## config.mk

```make
export PLATFORM = sky130hd
export DESIGN_NAME = mac_dot_ctrl
export DESIGN_NICKNAME = d
export VERILOG_FILES = /design/src/rtl/mac_dot_pkg.sv /design/src/rtl/mac_16.sv /design/src/rtl/mac_dot_ctrl.sv
export SDC_FILE = /design/constraint.sdc
export NUM_CORES = 1
export LEC_CHECK = 0
export BUFFER_PORTS_ARGS = -buffer_cell sky130_fd_sc_hd__buf_2
export CAP_MARGIN = 20
export CORE_ASPECT_RATIO = 0.9
export CORE_MARGIN = 2
export CORE_UTILIZATION = 30
export DETAILED_ROUTE_END_ITERATION = 7
export GPL_ROUTABILITY_DRIVEN = 0
export GPL_TIMING_DRIVEN = 0
export SYNTH_ARGS = -nofsm -noshare
export SYNTH_HDL_FRONTEND = slang
export SYNTH_SLANG_ARGS = --single-unit
```

## constraint.sdc

```tcl
create_clock -name clk -period 7.8 [get_ports clk]
set_clock_uncertainty 0.1 [all_clocks]
set_input_delay 1.56 -clock clk [delete_from_list [all_inputs] [get_ports clk]]
set_output_delay 1.56 -clock clk [all_outputs]
set_load 0.05 [all_outputs]
```

## src/rtl/mac_dot_pkg.sv

```systemverilog
// Shared types and widths for the dot-product MAC controller.
package mac_dot_pkg;

    localparam int OP_W  = 16;
    localparam int ACC_W = 32;

    typedef enum logic [1:0] {
        IDLE  = 2'd0,
        CLEAR = 2'd1,
        ACCUM = 2'd2,
        DONE  = 2'd3
    } state_t;

endpackage

```

## src/rtl/mac_16.sv

```systemverilog
// 16x16 unsigned multiply-accumulate with synchronous clear.
// The accumulator wraps modulo 2^ACC_W.
module mac_16
    import mac_dot_pkg::*;
(
    input  logic             clk,
    input  logic             reset,
    input  logic [OP_W-1:0]  a,
    input  logic [OP_W-1:0]  b,
    output logic [ACC_W-1:0] accumulator
);

    // Clear on reset, otherwise add the current product every cycle.
    always_ff @(posedge clk) begin
        if (reset) begin
            accumulator <= '0;
        end else begin
            accumulator <= accumulator + (ACC_W'(a) * ACC_W'(b));
        end
    end

endmodule

```

## src/rtl/mac_dot_ctrl.sv

```systemverilog
// Dot-product controller around a single mac_16 instance.
// Sequence: IDLE -> CLEAR (1 cycle, clears MAC) -> ACCUM (len beats) -> DONE.
// Optional feature: define MAC_DOT_CTRL_OVF_EN to add the sticky ovf output.
module mac_dot_ctrl
    import mac_dot_pkg::*;
#(
    parameter int LEN_W = 8
) (
    input  logic             clk,
    input  logic             reset,
    input  logic             start,
    input  logic [LEN_W-1:0] len,
    input  logic             in_valid,
    output logic             in_ready,
    input  logic [OP_W-1:0]  in_a,
    input  logic [OP_W-1:0]  in_b,
    output logic             out_valid,
    input  logic             out_ready,
    output logic [ACC_W-1:0] out_result,
`ifdef MAC_DOT_CTRL_OVF_EN
    output logic             ovf,
`endif
    output logic             busy
);

    state_t           state;
    state_t           state_next;
    logic [LEN_W-1:0] len_q;
    logic [LEN_W-1:0] count;
    logic             transfer;
    logic             mac_reset;
    logic [OP_W-1:0]  mac_a;
    logic [OP_W-1:0]  mac_b;
    logic [ACC_W-1:0] acc;

    assign transfer  = in_valid && in_ready;
    assign mac_reset = reset || (state == CLEAR);

    // Operands reach the MAC only on a transfer so the accumulator holds otherwise.
    assign mac_a = transfer ? in_a : '0;
    assign mac_b = transfer ? in_b : '0;

    assign out_result = (state == DONE) ? acc : '0;

    // State register.
    always_ff @(posedge clk) begin
        if (reset) begin
            state <= IDLE;
        end else begin
            state <= state_next;
        end
    end

    // Next-state and handshake outputs.
    always_comb begin
        state_next = state;
        in_ready   = 1'b0;
        out_valid  = 1'b0;
        busy       = (state != IDLE);
        case (state)
            IDLE: begin
                if (start) state_next = CLEAR;
            end
            CLEAR: begin
                state_next = (len_q != '0) ? ACCUM : DONE;
            end
            ACCUM: begin
                in_ready = 1'b1;
                if (transfer && ((count + LEN_W'(1)) == len_q)) state_next = DONE;
            end
            DONE: begin
                out_valid = 1'b1;
                if (out_ready) state_next = IDLE;
            end
            default: state_next = IDLE;
        endcase
    end

    // Length latch and beat counter.
    always_ff @(posedge clk) begin
        if (reset) begin
            len_q <= '0;
            count <= '0;
        end else begin
            if (state == IDLE && start) len_q <= len;
            if (state == CLEAR) begin
                count <= '0;
            end else if (transfer) begin
                count <= count + LEN_W'(1);
            end
        end
    end

`ifdef MAC_DOT_CTRL_OVF_EN
    logic [ACC_W:0] sum_ext;
    assign sum_ext = {1'b0, acc} + {1'b0, ACC_W'(mac_a) * ACC_W'(mac_b)};

    // Sticky carry-out of the accumulation; cleared at the start of each run.
    always_ff @(posedge clk) begin
        if (mac_reset) begin
            ovf <= 1'b0;
        end else if (transfer && sum_ext[ACC_W]) begin
            ovf <= 1'b1;
        end
    end
`endif

    mac_16 u_mac (
        .clk         (clk),
        .reset       (mac_reset),
        .a           (mac_a),
        .b           (mac_b),
        .accumulator (acc)
    );

endmodule
```

==> impl_metrics.toml, run 1 <==
[cells_and_area]
fillCellCount = 4043
multi_input_area_um2 = 9210
nets = 1828
finalNonFillerCells = 1944
drive_gt1_share_pct = 8.87
finalInstanceArea_um2 = 12900
antennaDiodeCount = 0
syn_to_final_growth_pct = 10.8
regArea_um2 = 1000

[placed_design]
placed_cells_incl_taps = 1939
port_buffers = 78
place_area_um2 = 12700
dpl_worst_slack_ps = -904
dp_hpwl_um = 29700

[global_route]
first_global_vias = 9767
antenna_found_initial = 1
grt_max_degree = 17
grt.overflow.total = 0
grt_pass1_wl_um = 55200
grt.total_usage_pct = 17.8

[critical_path]
cp-start-kind = "input port"
rrSetupSlack_ps = 430
cp-end-kind = "flip-flop"
crit_top_cell = "fa_1"
cpPeakStageDelay_ps = 540
criticalPathCategory = "input port to flip-flop"
path_cells = "clkbuf_4, and3_1, clkbuf_2, and2_1, fa_1, inv_1, fa_1, fa_1, inv_1, fa_1, fa_1, inv_1, fa_1, inv_1, ha_2, and3_1, and4_2, o311ai_1, nand3_1, nand3_1, o21ai_2, mux2i_1"
cp_data_required_time_ps = 7920
critical_path_arrival_ps = 7770
crit_path_top_delay_cell = "fa_1"
critPathMaxFanout = 10

[drt]
wl_per_cell_um = 17.8
antenna_left = 0
vias = 9289
drc = 0
first_iter_violations = 655
dr.pass1.iters = 5
wl_um = 34600
via_per_inst = 4.78

[power_and_ir_drop]
power_leakage_nw = 6.67
ir_drop_mv = 0.138
finalPower_mw = 1.95
cellPowerDensity_nw_per_um2 = 151

[synthesis]
synth_area_um2 = 11600
synth_enable_flop_cells = 0
ys_ff_latch = 50
yosysWarnings = 0
ys_seq_area_share_pct = 8.59
synthesis.nets = 1746
ys.flop_type = "dfxtp_1"
async_flop_share_pct = 0
synth.distinct_cells = 57
syn_inst = 1371
syn_area_per_cell_um2 = 8.50

[floorplanning]
start_util_pct = 30.4
die-height_um = 191
io_pins = 80
die_w_um = 212
num_rows = 68
core_area_um2 = 38300
die_area_um2 = 40400

[flow_run]
max-cap-violations = 0

[clock_network]
cts.sinks = 50
root_buffer = "clkbuf_16"
h-tree-depth = 2
numCtsBuffers = 5
clkLatencyLatePin_ps = 300
cts_tree = "done"
cts_buffer_depth = 2
path_clk_slew_ps = 70

[timing]
final_hold_viol_count = 0
fmax_mhz = 131
setup-violations-final = 0
drv_slew = 0
finalWorstSetupSlack_ps = 155
max_slew_margin_pct = 50.7
whs_ps = 390
grt_setup_unrepaired = "true"
finalCritPeriodShare_pct = 98.0
worst_slew_pin_slew_ps = 739
period_minus_slack_ps = 7640

[min_path]
hold_path_class = "flip-flop to flip-flop"

[run_status]
status = "finished clean"
[registers in the layout (all words and copies together) (netlist names)]
signal,flops
u_mac.accumulator,32
count,8
len_q,8
state,2
[Yosys cell counts, types with 4 or more instances]
library cell,number,share of area (%)
and2_1,98,5.3
o21ai_1,7,0.30
nand2_1,152,4.9
o21a_1,5,0.32
nor2_1,54,1.7
xnor2_1,22,1.7
nor3_1,11,0.47
a21oi_1,37,1.6
dfxtp_1,50,8.6
xor2_1,14,1.1
inv_1,334,11
a31oi_1,4,0.21
nand3_1,36,1.5
nand4_1,7,0.38
or2_1,4,0.21
fa_1,225,39
clkbuf_1,52,1.7
ha_1,105,11
and3_1,65,3.5
nor2b_1,4,0.21
a21o_1,12,0.77
o21ai_0,16,0.69
[through the flow]
step | TNS [ps] | utilization [%]
after CTS | 0 | 33.5
after global routing | -8.05 | 33.7
after floorplan | 0 | -
after detailed placement | -10870 | 33.0
after global placement | -10610 | 33.0
final | 0 | 33.7
[worst max-delay path: cells and delay by family]
family | cells | cell delay (ps)
buffers and inverters | 6 | 860
AND/OR/NAND/NOR | 6 | 1440
adder cells (fa/ha/maj) | 7 | 3280
multiplexers | 1 | 200
AO/OA/AOI/OAI | 2 | 410
[report_power, final]
group	leakage (nW)	switching [mW]	internal (mW)
clock network	0.0760	0.105	0.152
logic	6.19	0.854	0.492
registers	0.406	0.0376	0.311
total	6.67	0.997	0.955
[cell type report]
cell class                      count  share of cell area, %
Multi-Input combinational cell    929                   71.3
Inverter                          335                   9.74
Sequential cell                    50                   7.76
Tap cell                          490                   4.75
Timing Repair Buffer               79                   3.10
Buffer                             53                   1.99
Clock buffer                        5                  0.969
Clock inverter                      3                  0.349
[per-layer routing]
layer | up-vias | share of wire (%) | track usage (%)
met1 | 4540 | 46 | 25.2
met5 | - | 0 | 0
met2 | 381 | 44 | 27.6
met4 | 0 | 2.4 | 4.96
met3 | 59 | 7.9 | 3.68
li1 | 4309 | - | -
[logic make-up (layout without fill, tap and decap cells)]
| group | after synthesis | count (layout) | synth area share (%) |
|---|---|---|---|
| and+or+nand+nor | 452 | 452 | 19.7 |
| buffers and inverters | 392 | 475 | 12.8 |
| adders and majority gates | 330 | 330 | 49.9 |
| AOI/OAI and AO/OA | 109 | 109 | 6.14 |
| DFF | 50 | 50 | 8.59 |
| xor gates and xnor gates | 36 | 36 | 2.71 |
| muxes | 2 | 2 | 0.172 |
[what timing repair did]
item | CTS | global route
hold buffers | 0 | 0
pin swaps | 0 | 4
gates resized for setup | 21 | 27
setup buffers | 0 | 1
setup endpoints to repair | 17 | 15
[final timing paths]
check,startpoint,to,cells after the start
worst max-delay path,in_valid,u_mac.accumulator[28],22
worst min-delay path,len_q[5],len_q[5],2
worst max register to register,state[0],u_mac.accumulator[28],23
worst min register to register,len_q[5],len_q[5],2
[placed cells by master (no fill, tap or decap), types with 4 or more instances in the layout]
| cell type | count |
|---|---|
| nor3_1 | 11 |
| xnor2_1 | 22 |
| and2_1 | 98 |
| dfxtp_1 | 50 |
| nand2_1 | 152 |
| o21ai_0 | 16 |
| nor2_1 | 54 |
| and3_1 | 62 |
| nor2b_1 | 4 |
| buf_2 | 81 |
| ha_1 | 103 |
| clkbuf_2 | 6 |
| nand3_1 | 36 |
| a21oi_1 | 36 |
| clkbuf_1 | 34 |
| or2_1 | 4 |
| a21o_1 | 12 |
| clkbuf_4 | 5 |
| xor2_1 | 14 |
| fa_1 | 225 |
| inv_1 | 334 |
| o21a_1 | 5 |
| nand4_1 | 7 |
| o21ai_1 | 6 |
| clkbuf_16 | 5 |
Power figures use the tool's default switching activity.
==> run 2, diff against run 1 <==
--- a/config.mk
+++ b/config.mk
@@ -5,6 +5,7 @@
 export SDC_FILE = /design/constraint.sdc
 export NUM_CORES = 1
 export LEC_CHECK = 0
+export ABC_AREA = 1
 export BUFFER_PORTS_ARGS = -buffer_cell sky130_fd_sc_hd__buf_2
 export CAP_MARGIN = 20
 export CORE_ASPECT_RATIO = 0.9
==> constraint.sdc (replaced) <==
create_clock -name clk -period 9.88 [get_ports clk]
set_clock_uncertainty 0.1 [all_clocks]
set_input_delay 1.976 -clock clk [delete_from_list [all_inputs] [get_ports clk]]
set_output_delay 1.976 -clock clk [all_outputs]
set_load 0.05 [all_outputs]
==> impl_metrics.toml, run 2 <==
[cells_and_area]
final_cell_mix = "459 x inv_1, 283 x nand2_1, 225 x fa_1, 207 x nor2_1, 105 x ha_1"
reg_top3 = "u_mac.accumulator (32), count (8), len_q (8)"
antennaDiodeCount = 0
largest_reg_flops = 32
top_register = "u_mac.accumulator"
nets = 2016
final_common_cell = "inv_1"
syn_to_final_growth_pct = 9.97
drive_gt1_share_pct = 6.09
finalInstanceArea_um2 = 12800

[timing]
drv_slew = 0
max_slew_margin_pct = 51.3
finalCritPeriodShare_pct = 85.0
fin_setup_tns_ps = 0
grt_setup_unrepaired = "false"
period_minus_slack_ps = 8400
finalWorstSetupSlack_ps = 1480
setup-violations-final = 0
fmax_mhz = 119
final_hold_viol_count = 0
worst_slew_pin_slew_ps = 728

[floorplanning]
io_pins = 80
num_rows = 68
start_util_pct = 30.3
core_area_um2 = 38300
die_area_um2 = 40300
die-height_um = 191
die_w_um = 211

[synthesis]
ys.flop_type = "dfxtp_1"
syn_inst = 1560
yosys-top-cells-count = "459 x inv_1, 283 x nand2_1, 225 x fa_1, 207 x nor2_1, 105 x ha_1"
synth_area_um2 = 11600
synth_area_leader_cell = "fa_1"
yosysWarnings = 0
synth.distinct_cells = 32
synth.most_common_cell = "inv_1"
async_flop_share_pct = 0
synthesis.nets = 1935
synth_top_area_share_pct = 38.8
syn_area_per_cell_um2 = 7.44
ys_ff_latch = 50
synth_enable_flop_cells = 0
synthTopCellsByArea = "fa_1 39%, inv_1 15%, ha_1 11%, nand2_1 9.1%, dfxtp_1 8.6%"
ys_seq_area_share_pct = 8.62

[critical_path]
r2r-end = "u_mac.accumulator[23]"
reg2reg_from = "state[0]"
rrSetupSlack_ps = 2460
cp_data_required_time_ps = 9970
r2r_cells = 25
cp-start-kind = "input port"
critPathMaxFanout = 10
criticalPathCategory = "input port to flip-flop"
cp-end-kind = "flip-flop"
critical_path_arrival_ps = 8490

[placed_design]
dpl_worst_slack_ps = 1320
dp_hpwl_um = 30600
place_area_um2 = 12600
port_buffers = 74

[clock_network]
hold_buffers = 0
cts.sinks = 50
postCtsSetupRepairBufs = 0
h-tree-depth = 2
path_clk_slew_ps = 80
cts_tree = "done"
root_buffer = "clkbuf_16"
cts_buffer_depth = 2
numCtsBuffers = 5
clkLatencyLatePin_ps = 300
post_cts_resized = 0

[drt]
via_per_inst = 4.58
vias = 9773
wl_um = 34400
wl_per_cell_um = 16.1
dr.pass1.iters = 6
antenna_left = 0
drc = 0
first_iter_violations = 613

[global_route]
antenna_found_initial = 0
grt_max_degree = 18
grt.total_usage_pct = 18.0
grt_pass1_wl_um = 56200
first_global_vias = 10300
grt.overflow.total = 0

[min_path]
hold_path_class = "flip-flop to flip-flop"
hold_end = "len_q[4]"
hold_start = "len_q[4]"
worstHoldPathCells = 2

[power_and_ir_drop]
cellPowerDensity_nw_per_um2 = 133
power_leakage_nw = 7.02
ir_drop_mv = 0.156

[flow_run]
max-cap-violations = 0

[run_status]
status = "finished clean"
run 2: stage by stage:
step           instances  total power [mW]  util [%]  hold slack, ps
2_1_floorplan       1560              1.13         -             356
3_3_place_gp        2124              1.47      32.9             381
3_5_place_dp        2124              1.46      32.9             381
4_1_cts             2132              1.70      33.3             392
5_1_grt             2132              1.89      33.3             415
6_report            2132              1.69      33.3             387
run 2: report_power, final:
group	internal, mW	switching (mW)	total [mW]
sequential	0.253	0.0447	0.298
clock	0.122	0.0893	0.211
combinational	0.409	0.776	1.18
total	0.783	0.910	1.69
run 2: final cells by class:
class | count | area (um2)
tap | 490 | 613
multi-input combinational | 1022 | 8770
timing repair buffer | 74 | 370
sequential | 50 | 1000
clock buffer | 5 | 125
inverter | 463 | 1740
buffer | 25 | 100
clock inverter | 3 | 48.8
fill | 4113 | 25500
run 2: worst max-delay path by stage:
stage | start | end | slack (ps) | cells after the start
after floorplan | in_valid | u_mac.accumulator[30] | 2530 | 26
after global placement | in_valid | u_mac.accumulator[23] | 1300 | 24
after detailed placement | in_valid | u_mac.accumulator[23] | 1320 | 24
after CTS | in_valid | u_mac.accumulator[23] | 1610 | 26
after global routing | in_valid | u_mac.accumulator[31] | 1170 | 26
final | in_valid | u_mac.accumulator[23] | 1480 | 24
run 2: logic make-up (layout without fill, tap and decap cells):
family,Yosys count,in the layout,share of synthesized area [%]
XOR/XNOR,6,6,0.453
flip-flops,50,50,8.62
AND/OR/NAND/NOR,553,553,18.8
adder cells (fa/ha/maj),330,330,50.1
AO/OA/AOI/OAI,133,133,6.13
buffers and inverters,488,570,15.8
run 2: critical path, stage by stage:
cell	delay (ps)
buf_2	100
nand2_1	120
buf_2	340
inv_1	100
buf_2	240
nand2_1	280
clkinv_1	370
nand2_1	190
fa_1	460
fa_1	540
fa_1	520
inv_1	60
fa_1	550
fa_1	510
inv_1	50
fa_1	470
inv_1	40
ha_1	340
a21oi_1	250
o21ai_0	190
a21oi_1	300
nand3_1	220
o21ai_0	190
a21oi_1	60
run 2: routing by layer:
| metal | GRT usage (%) | part of all wire, % |
|---|---|---|
| met1 | 25.4 | 46 |
| met4 | 4.58 | 2.8 |
| met3 | 2.31 | 6.7 |
| met5 | 0 | 0 |
| met2 | 29.1 | 45 |
